`src/rtl/multi_channel_histogram.sv`:
```
// multi_channel_histogram: NUM_CH independent histograms sharing one bin-code
// stream. Updates go through a 2-stage read-modify-write pipeline with
// forwarding; the whole table can be cleared or streamed out over valid/ready.
// Optional feature: define HIST_SATURATE_EN to make bins saturate at the
// maximum count instead of wrapping to zero.
module multi_channel_histogram #(
  parameter int WIDTH  = 8,
  parameter int SIZED  = 6,
  parameter int DEPTH  = 256,
  parameter int NUM_CH = 2
) (
  input  logic                    i_clk,
  input  logic                    i_rst,
  input  logic                    i_update_enable,
  input  logic [NUM_CH*WIDTH-1:0] i_bin,
  input  logic                    i_clear,
  input  logic                    i_read_start,
  input  logic                    i_read_ready,
  output logic                    o_read_valid,
  output logic [NUM_CH*SIZED-1:0] o_read_data,
  output logic [WIDTH-1:0]        o_read_addr,
  output logic                    o_read_last,
  output logic                    o_busy
);

  localparam int               AW        = (DEPTH > 1) ? $clog2(DEPTH) : 1;
  localparam logic [WIDTH:0]   DEPTH_W   = (WIDTH + 1)'(DEPTH);
  localparam logic [WIDTH-1:0] LAST_ADDR = WIDTH'(DEPTH - 1);
  localparam logic [SIZED-1:0] CNT_MAX   = '1;

  typedef enum logic [2:0] {
    ST_CLEAR, ST_ACCUM, ST_DRAIN_R, ST_DRAIN_C, ST_READ
  } state_e;

  state_e                    state_q, state_d;
  logic [WIDTH-1:0]          addr_q, addr_d;      // clear / read address
  logic [NUM_CH-1:0]         s1_valid_q, s1_valid_d;
  logic [AW-1:0]             s1_addr_q [NUM_CH];
  logic [AW-1:0]             s1_addr_d [NUM_CH];
  logic [SIZED-1:0]          s1_rdata_q [NUM_CH];
  logic [SIZED-1:0]          s1_rdata_d [NUM_CH];
  logic [NUM_CH-1:0]         s2_valid_q, s2_valid_d;
  logic [AW-1:0]             s2_addr_q [NUM_CH];
  logic [AW-1:0]             s2_addr_d [NUM_CH];
  logic [SIZED-1:0]          s2_data_q [NUM_CH];
  logic [SIZED-1:0]          s2_data_d [NUM_CH];
  logic                      rd_valid_q, rd_valid_d;
  logic [NUM_CH*SIZED-1:0]   rd_data_q, rd_data_d;
  logic [WIDTH-1:0]          rd_addr_q, rd_addr_d;
  logic                      rd_last_q, rd_last_d;

  logic [SIZED-1:0]          mem [NUM_CH][DEPTH];
  logic [NUM_CH-1:0]         mem_we;
  logic [AW-1:0]             mem_waddr [NUM_CH];
  logic [SIZED-1:0]          mem_wdata [NUM_CH];
  logic                      accept;
  logic                      pipe_busy;

  function automatic logic [SIZED-1:0] bump(input logic [SIZED-1:0] v);
`ifdef HIST_SATURATE_EN
    return (v == CNT_MAX) ? v : v + SIZED'(1);
`else
    return v + SIZED'(1);
`endif
  endfunction

  assign accept    = (state_q == ST_ACCUM) && i_update_enable;
  assign pipe_busy = |s1_valid_q;

  // Update pipeline: stage 1 captures the bin read, stage 2 commits the
  // increment; a stage-2 hit on the same bin forwards the fresher count.
  always_comb begin
    for (int c = 0; c < NUM_CH; c++) begin
      s1_valid_d[c] = accept && ({1'b0, i_bin[c*WIDTH +: WIDTH]} < DEPTH_W);
      s1_addr_d[c]  = i_bin[c*WIDTH +: AW];
      s1_rdata_d[c] = mem[c][i_bin[c*WIDTH +: AW]];
      s2_valid_d[c] = s1_valid_q[c];
      s2_addr_d[c]  = s1_addr_q[c];
      s2_data_d[c]  = (s2_valid_q[c] && (s2_addr_q[c] == s1_addr_q[c]))
                      ? bump(s2_data_q[c]) : bump(s1_rdata_q[c]);
    end
  end

  // Bin RAM write port: zero sweep while clearing, else the committed update.
  always_comb begin
    for (int c = 0; c < NUM_CH; c++) begin
      mem_we[c]    = s1_valid_q[c];
      mem_waddr[c] = s1_addr_q[c];
      mem_wdata[c] = s2_data_d[c];
      if (state_q == ST_CLEAR) begin
        mem_we[c]    = 1'b1;
        mem_waddr[c] = addr_q[AW-1:0];
        mem_wdata[c] = '0;
      end
    end
  end

  // Bin RAM storage.
  // NOTE: the RAM has no reset; the CLEAR sweep after reset zeroes it.
  always_ff @(posedge i_clk) begin
    for (int c = 0; c < NUM_CH; c++) begin
      if (mem_we[c]) mem[c][mem_waddr[c]] <= mem_wdata[c];
    end
  end

  // Control FSM plus the registered read-out stage.
  // NOTE: every output gets a default first so no latch is inferred.
  always_comb begin
    state_d    = state_q;
    addr_d     = addr_q;
    rd_valid_d = rd_valid_q;
    rd_data_d  = rd_data_q;
    rd_addr_d  = rd_addr_q;
    rd_last_d  = rd_last_q;
    case (state_q)
      ST_CLEAR: begin
        addr_d = addr_q + WIDTH'(1);
        if (addr_q == LAST_ADDR) begin
          state_d = ST_ACCUM;
          addr_d  = '0;
        end
      end
      ST_ACCUM: begin
        if (i_clear)           state_d = ST_DRAIN_C;
        else if (i_read_start) state_d = ST_DRAIN_R;
      end
      ST_DRAIN_R: begin
        if (i_clear) begin
          state_d = ST_DRAIN_C;
        end else if (!pipe_busy) begin
          state_d    = ST_READ;
          addr_d     = '0;
          rd_valid_d = 1'b0;
        end
      end
      ST_DRAIN_C: begin
        if (!pipe_busy) begin
          state_d = ST_CLEAR;
          addr_d  = '0;
        end
      end
      ST_READ: begin
        if (i_clear) begin
          state_d    = ST_CLEAR;
          addr_d     = '0;
          rd_valid_d = 1'b0;
          rd_last_d  = 1'b0;
        end else if (rd_valid_q && i_read_ready && rd_last_q) begin
          state_d    = ST_ACCUM;
          rd_valid_d = 1'b0;
          rd_last_d  = 1'b0;
        end else if (!rd_valid_q || i_read_ready) begin
          rd_valid_d = 1'b1;
          rd_addr_d  = addr_q;
          rd_last_d  = (addr_q == LAST_ADDR);
          for (int c = 0; c < NUM_CH; c++) begin
            rd_data_d[c*SIZED +: SIZED] = mem[c][addr_q[AW-1:0]];
          end
          addr_d = addr_q + WIDTH'(1);
        end
      end
      default: state_d = ST_CLEAR;
    endcase
  end

  // State and pipeline registers with synchronous reset.
  // NOTE: sequential state uses non-blocking assignments only.
  always_ff @(posedge i_clk) begin
    if (i_rst) begin
      state_q    <= ST_CLEAR;
      addr_q     <= '0;
      s1_valid_q <= '0;
      s2_valid_q <= '0;
      rd_valid_q <= 1'b0;
      rd_data_q  <= '0;
      rd_addr_q  <= '0;
      rd_last_q  <= 1'b0;
      for (int c = 0; c < NUM_CH; c++) begin
        s1_addr_q[c]  <= '0;
        s1_rdata_q[c] <= '0;
        s2_addr_q[c]  <= '0;
        s2_data_q[c]  <= '0;
      end
    end else begin
      state_q    <= state_d;
      addr_q     <= addr_d;
      s1_valid_q <= s1_valid_d;
      s2_valid_q <= s2_valid_d;
      rd_valid_q <= rd_valid_d;
      rd_data_q  <= rd_data_d;
      rd_addr_q  <= rd_addr_d;
      rd_last_q  <= rd_last_d;
      s1_addr_q  <= s1_addr_d;
      s1_rdata_q <= s1_rdata_d;
      s2_addr_q  <= s2_addr_d;
      s2_data_q  <= s2_data_d;
    end
  end

  assign o_read_valid = rd_valid_q;
  assign o_read_data  = rd_data_q;
  assign o_read_addr  = rd_addr_q;
  assign o_read_last  = rd_last_q;
  assign o_busy       = (state_q != ST_ACCUM);

endmodule

```
`config.mk`:
```
export PLATFORM = sky130hd
export DESIGN_NAME = multi_channel_histogram
export DESIGN_NICKNAME = d
export VERILOG_FILES = /design/src/rtl/multi_channel_histogram.sv
export SDC_FILE = /design/constraint.sdc
export NUM_CORES = 2
export LEC_CHECK = 0
export CORE_MARGIN = 3
export CORE_UTILIZATION = 35
export CTS_CLUSTER_SIZE = 28
export DETAILED_ROUTE_END_ITERATION = 6
export SLEW_MARGIN = 20
export SYNTH_ARGS = -nofsm -noshare
export SYNTH_HDL_FRONTEND = slang
export SYNTH_SLANG_ARGS = --single-unit
```
`constraint.sdc`:
```
create_clock -name i_clk -period 11.7 [get_ports i_clk]
set_input_delay 1.755 -clock i_clk [delete_from_list [all_inputs] [get_ports i_clk]]
set_output_delay 1.755 -clock i_clk [all_outputs]
set_load 0.01 [all_outputs]
```
==> results.yml <==
route:
  ant_nets: 0
  detail_route.wl_per_cell_um: 36.7
  wl_mm: 496
  vias_per_cell: 6.32
  vias: 85600
  dr.pass1.iters: 7
  met1_length_mm: 182
  first_iter_violations: 12500
  drc: 27
  wl_met2_mm: 230
  route.met3.wl_mm: 54.7
  routed.top_layer: "met5"
synth:
  async_flop_share_pct: 0
  ys_ff_latch: 3163
  synth-main-ff-cell: "edfxtp_1"
  synth.avg_cell_area_um2: 19.3
  syn_inst: 7698
  synth_area_leaders: "edfxtp_1, mux4_2, mux2i_1"
  synth_edf_count: 3072
  yosysWarnings: 0
  syn-cell-area_um2: 149000
  synth_top_cell_area_share_pct: 62.0
  syn_nets: 7723
  yosysTopAreaCell: "edfxtp_1"
  yosysUniqueCellTypes: 75
  yosysSeqAreaShare_pct: 63.2
clock_tree:
  cts_sinks: 3163
  cts_setup_buffers: 0
  cts_tree: "built"
  clock_latency_ns: 0.94
  cts_max_path_buffers: 4
  cts_resized: 0
  cts_buffers: 320
  cts.htree.levels: 5
  cts_hold_buffers: 0
  clockRootBuffer: "clkbuf_16"
  clkTransAtPathRegs_ns: 0.06
status:
  status: "finished with violations"
  violations: "design-rule violations"
power_and_ir_drop:
  ir_drop_mv: 0.186
  cellLeakagePower_uw: 0.0497
  powerDensity_nw_per_um2: 191
sta:
  relSlewSlack_pct: 15.0
  worst_pin_slew_ns: 1.27
  hold_viol: 0
  fin_crit_ns: 5.58
  maxSlewViolCount: 0
  fmax_mhz: 179
  rsz0062_at_grt: "no"
  fin_setup_tns_ns: 0
  whs_ns: 0.466
  finClkSkew_ns: 0.0687
  period_share_pct: 47.7
  setup_violations: 0
placed_design:
  place_congestion: 0.922
  portBuffers: 44
  placed_cells: 12900
  hpwl_mm: 318
  dpl_cell_area_um2: 155000
global_route:
  grt_pass1_wl_mm: 687
  track_usage_pct: 22.5
  grt_overflow: 0
  grt_max_degree: 257
  grt_pass1_vias: 84800
  antenna_found_initial: 25
floorplanning:
  dieWidth_um: 658
  initial_core_util_pct: 35.3
  die_h_um: 658
  io_pins: 45
  dieArea_um2: 433000
  rows: 238
  design.core.area_um2: 422000
critical_path:
  crit_path_max_fanout: 74
  arrival_ns: 6.29
  critical_path_class: "in -> reg"
  critPathCaptureType: "flop"
  r2r_cells: 9
  cp.required_ns: 12.41
  start_kind: "primary input"
cells_and_area:
  layout_common_cells: "edfxtp_1, mux4_2, nor2_1"
  final_area_um2: 165000
  fin_util_pct: 39.1
  stdcell_count: 13500
  final_common_cell: "edfxtp_1"
  drive_gt1_share_pct: 30.6
  area.growth.synth_to_final_pct: 10.9
  layout.nets: 7650
hold_path:
  min_path_type: "reg -> reg"
  hold_depth: 2
job:
  cap_violations: 0
==> layout make-up <==
cell class	count	area, µm²
Inverter	13	58.8
Tap cell	5640	7060
Clock buffer	397	8580
Fill cell	37600	257000
Antenna cell	16	40.0
Clock inverter	170	1640
Timing Repair Buffer	233	2190
Multi-Input combinational cell	3894	51300
Sequential cell	3163	94100
==> metrics by stage <==
stage                     power [µW]  setup WS [ns]
after floorplan                19000           2.04
after global placement         21300           5.08
after detailed placement       21400           5.08
after CTS                      31500           6.05
after global routing           32300           5.83
final                          31500           6.12
==> cell families after synthesis <==
logic type / share of synthesized area (%)
xor+xnor: 0.182
fa+ha+maj: 0.0252
mux: 27.8
flops: 63.2
compound gates: 3.05
buf+inv: 2.44
simple gates: 3.31
==> registers in the layout, summed over array words and instances (netlist names), 3 cells and up <==
register	cells
o_read_data	12
mem	3072
s2_data_q	12
s1_rdata_q	12
o_read_addr	8
addr_q	8
state_q	3
s1_addr_q	16
s2_addr_q	16
==> worst max-delay path: stages <==
cell	delay, ns
buf_8	0.64
buf_4	0.84
mux4_2	0.63
mux4_2	0.51
mux2i_1	0.40
a21oi_1	0.19
a22oi_1	0.87
o221ai_1	0.27
==> path summary, 6_finish.rpt <==
| kind | start | endpoint | slack, ns |
|---|---|---|---|
| max reg2reg | addr_q[1] | o_read_data[0] | 6.41 |
| min | o_read_addr[4] | o_read_addr[4] | 0.47 |
| min reg2reg | o_read_addr[4] | o_read_addr[4] | 0.47 |
| max | i_bin[8] | s1_rdata_q[5] | 6.12 |
==> cell usage after synthesis (all sizes together) (19+ instances only) <==
master	n
edfxtp	3072
mux4	1664
nor2	630
buf	348
mux2i	345
clkbuf	280
nand2	277
a21oi	116
o21ai	109
o221ai	95
dfxtp	91
a22oi	81
nor2b	74
o22ai	57
a211oi	47
nand3	44
nor3	37
a31oi	29
mux2	28
xnor2	26
and2	22
o211ai	22
nand4	19
==> power breakdown <==
part           switching, µW  leakage (µW)  total [µW]  internal, µW
clock network           4450       0.00501       10300          5850
logic                   4910        0.0157        7810          2900
registers                130        0.0290       13400         13300
==> per-layer routing <==
layer | vias up | track usage, %
met4 | 10 | 11.1
met3 | 1112 | 5.33
met2 | 5794 | 35.2
met5 | - | 0
li1 | 32700 | -
met1 | 45900 | 29.5
Power figures use the tool's default switching activity.
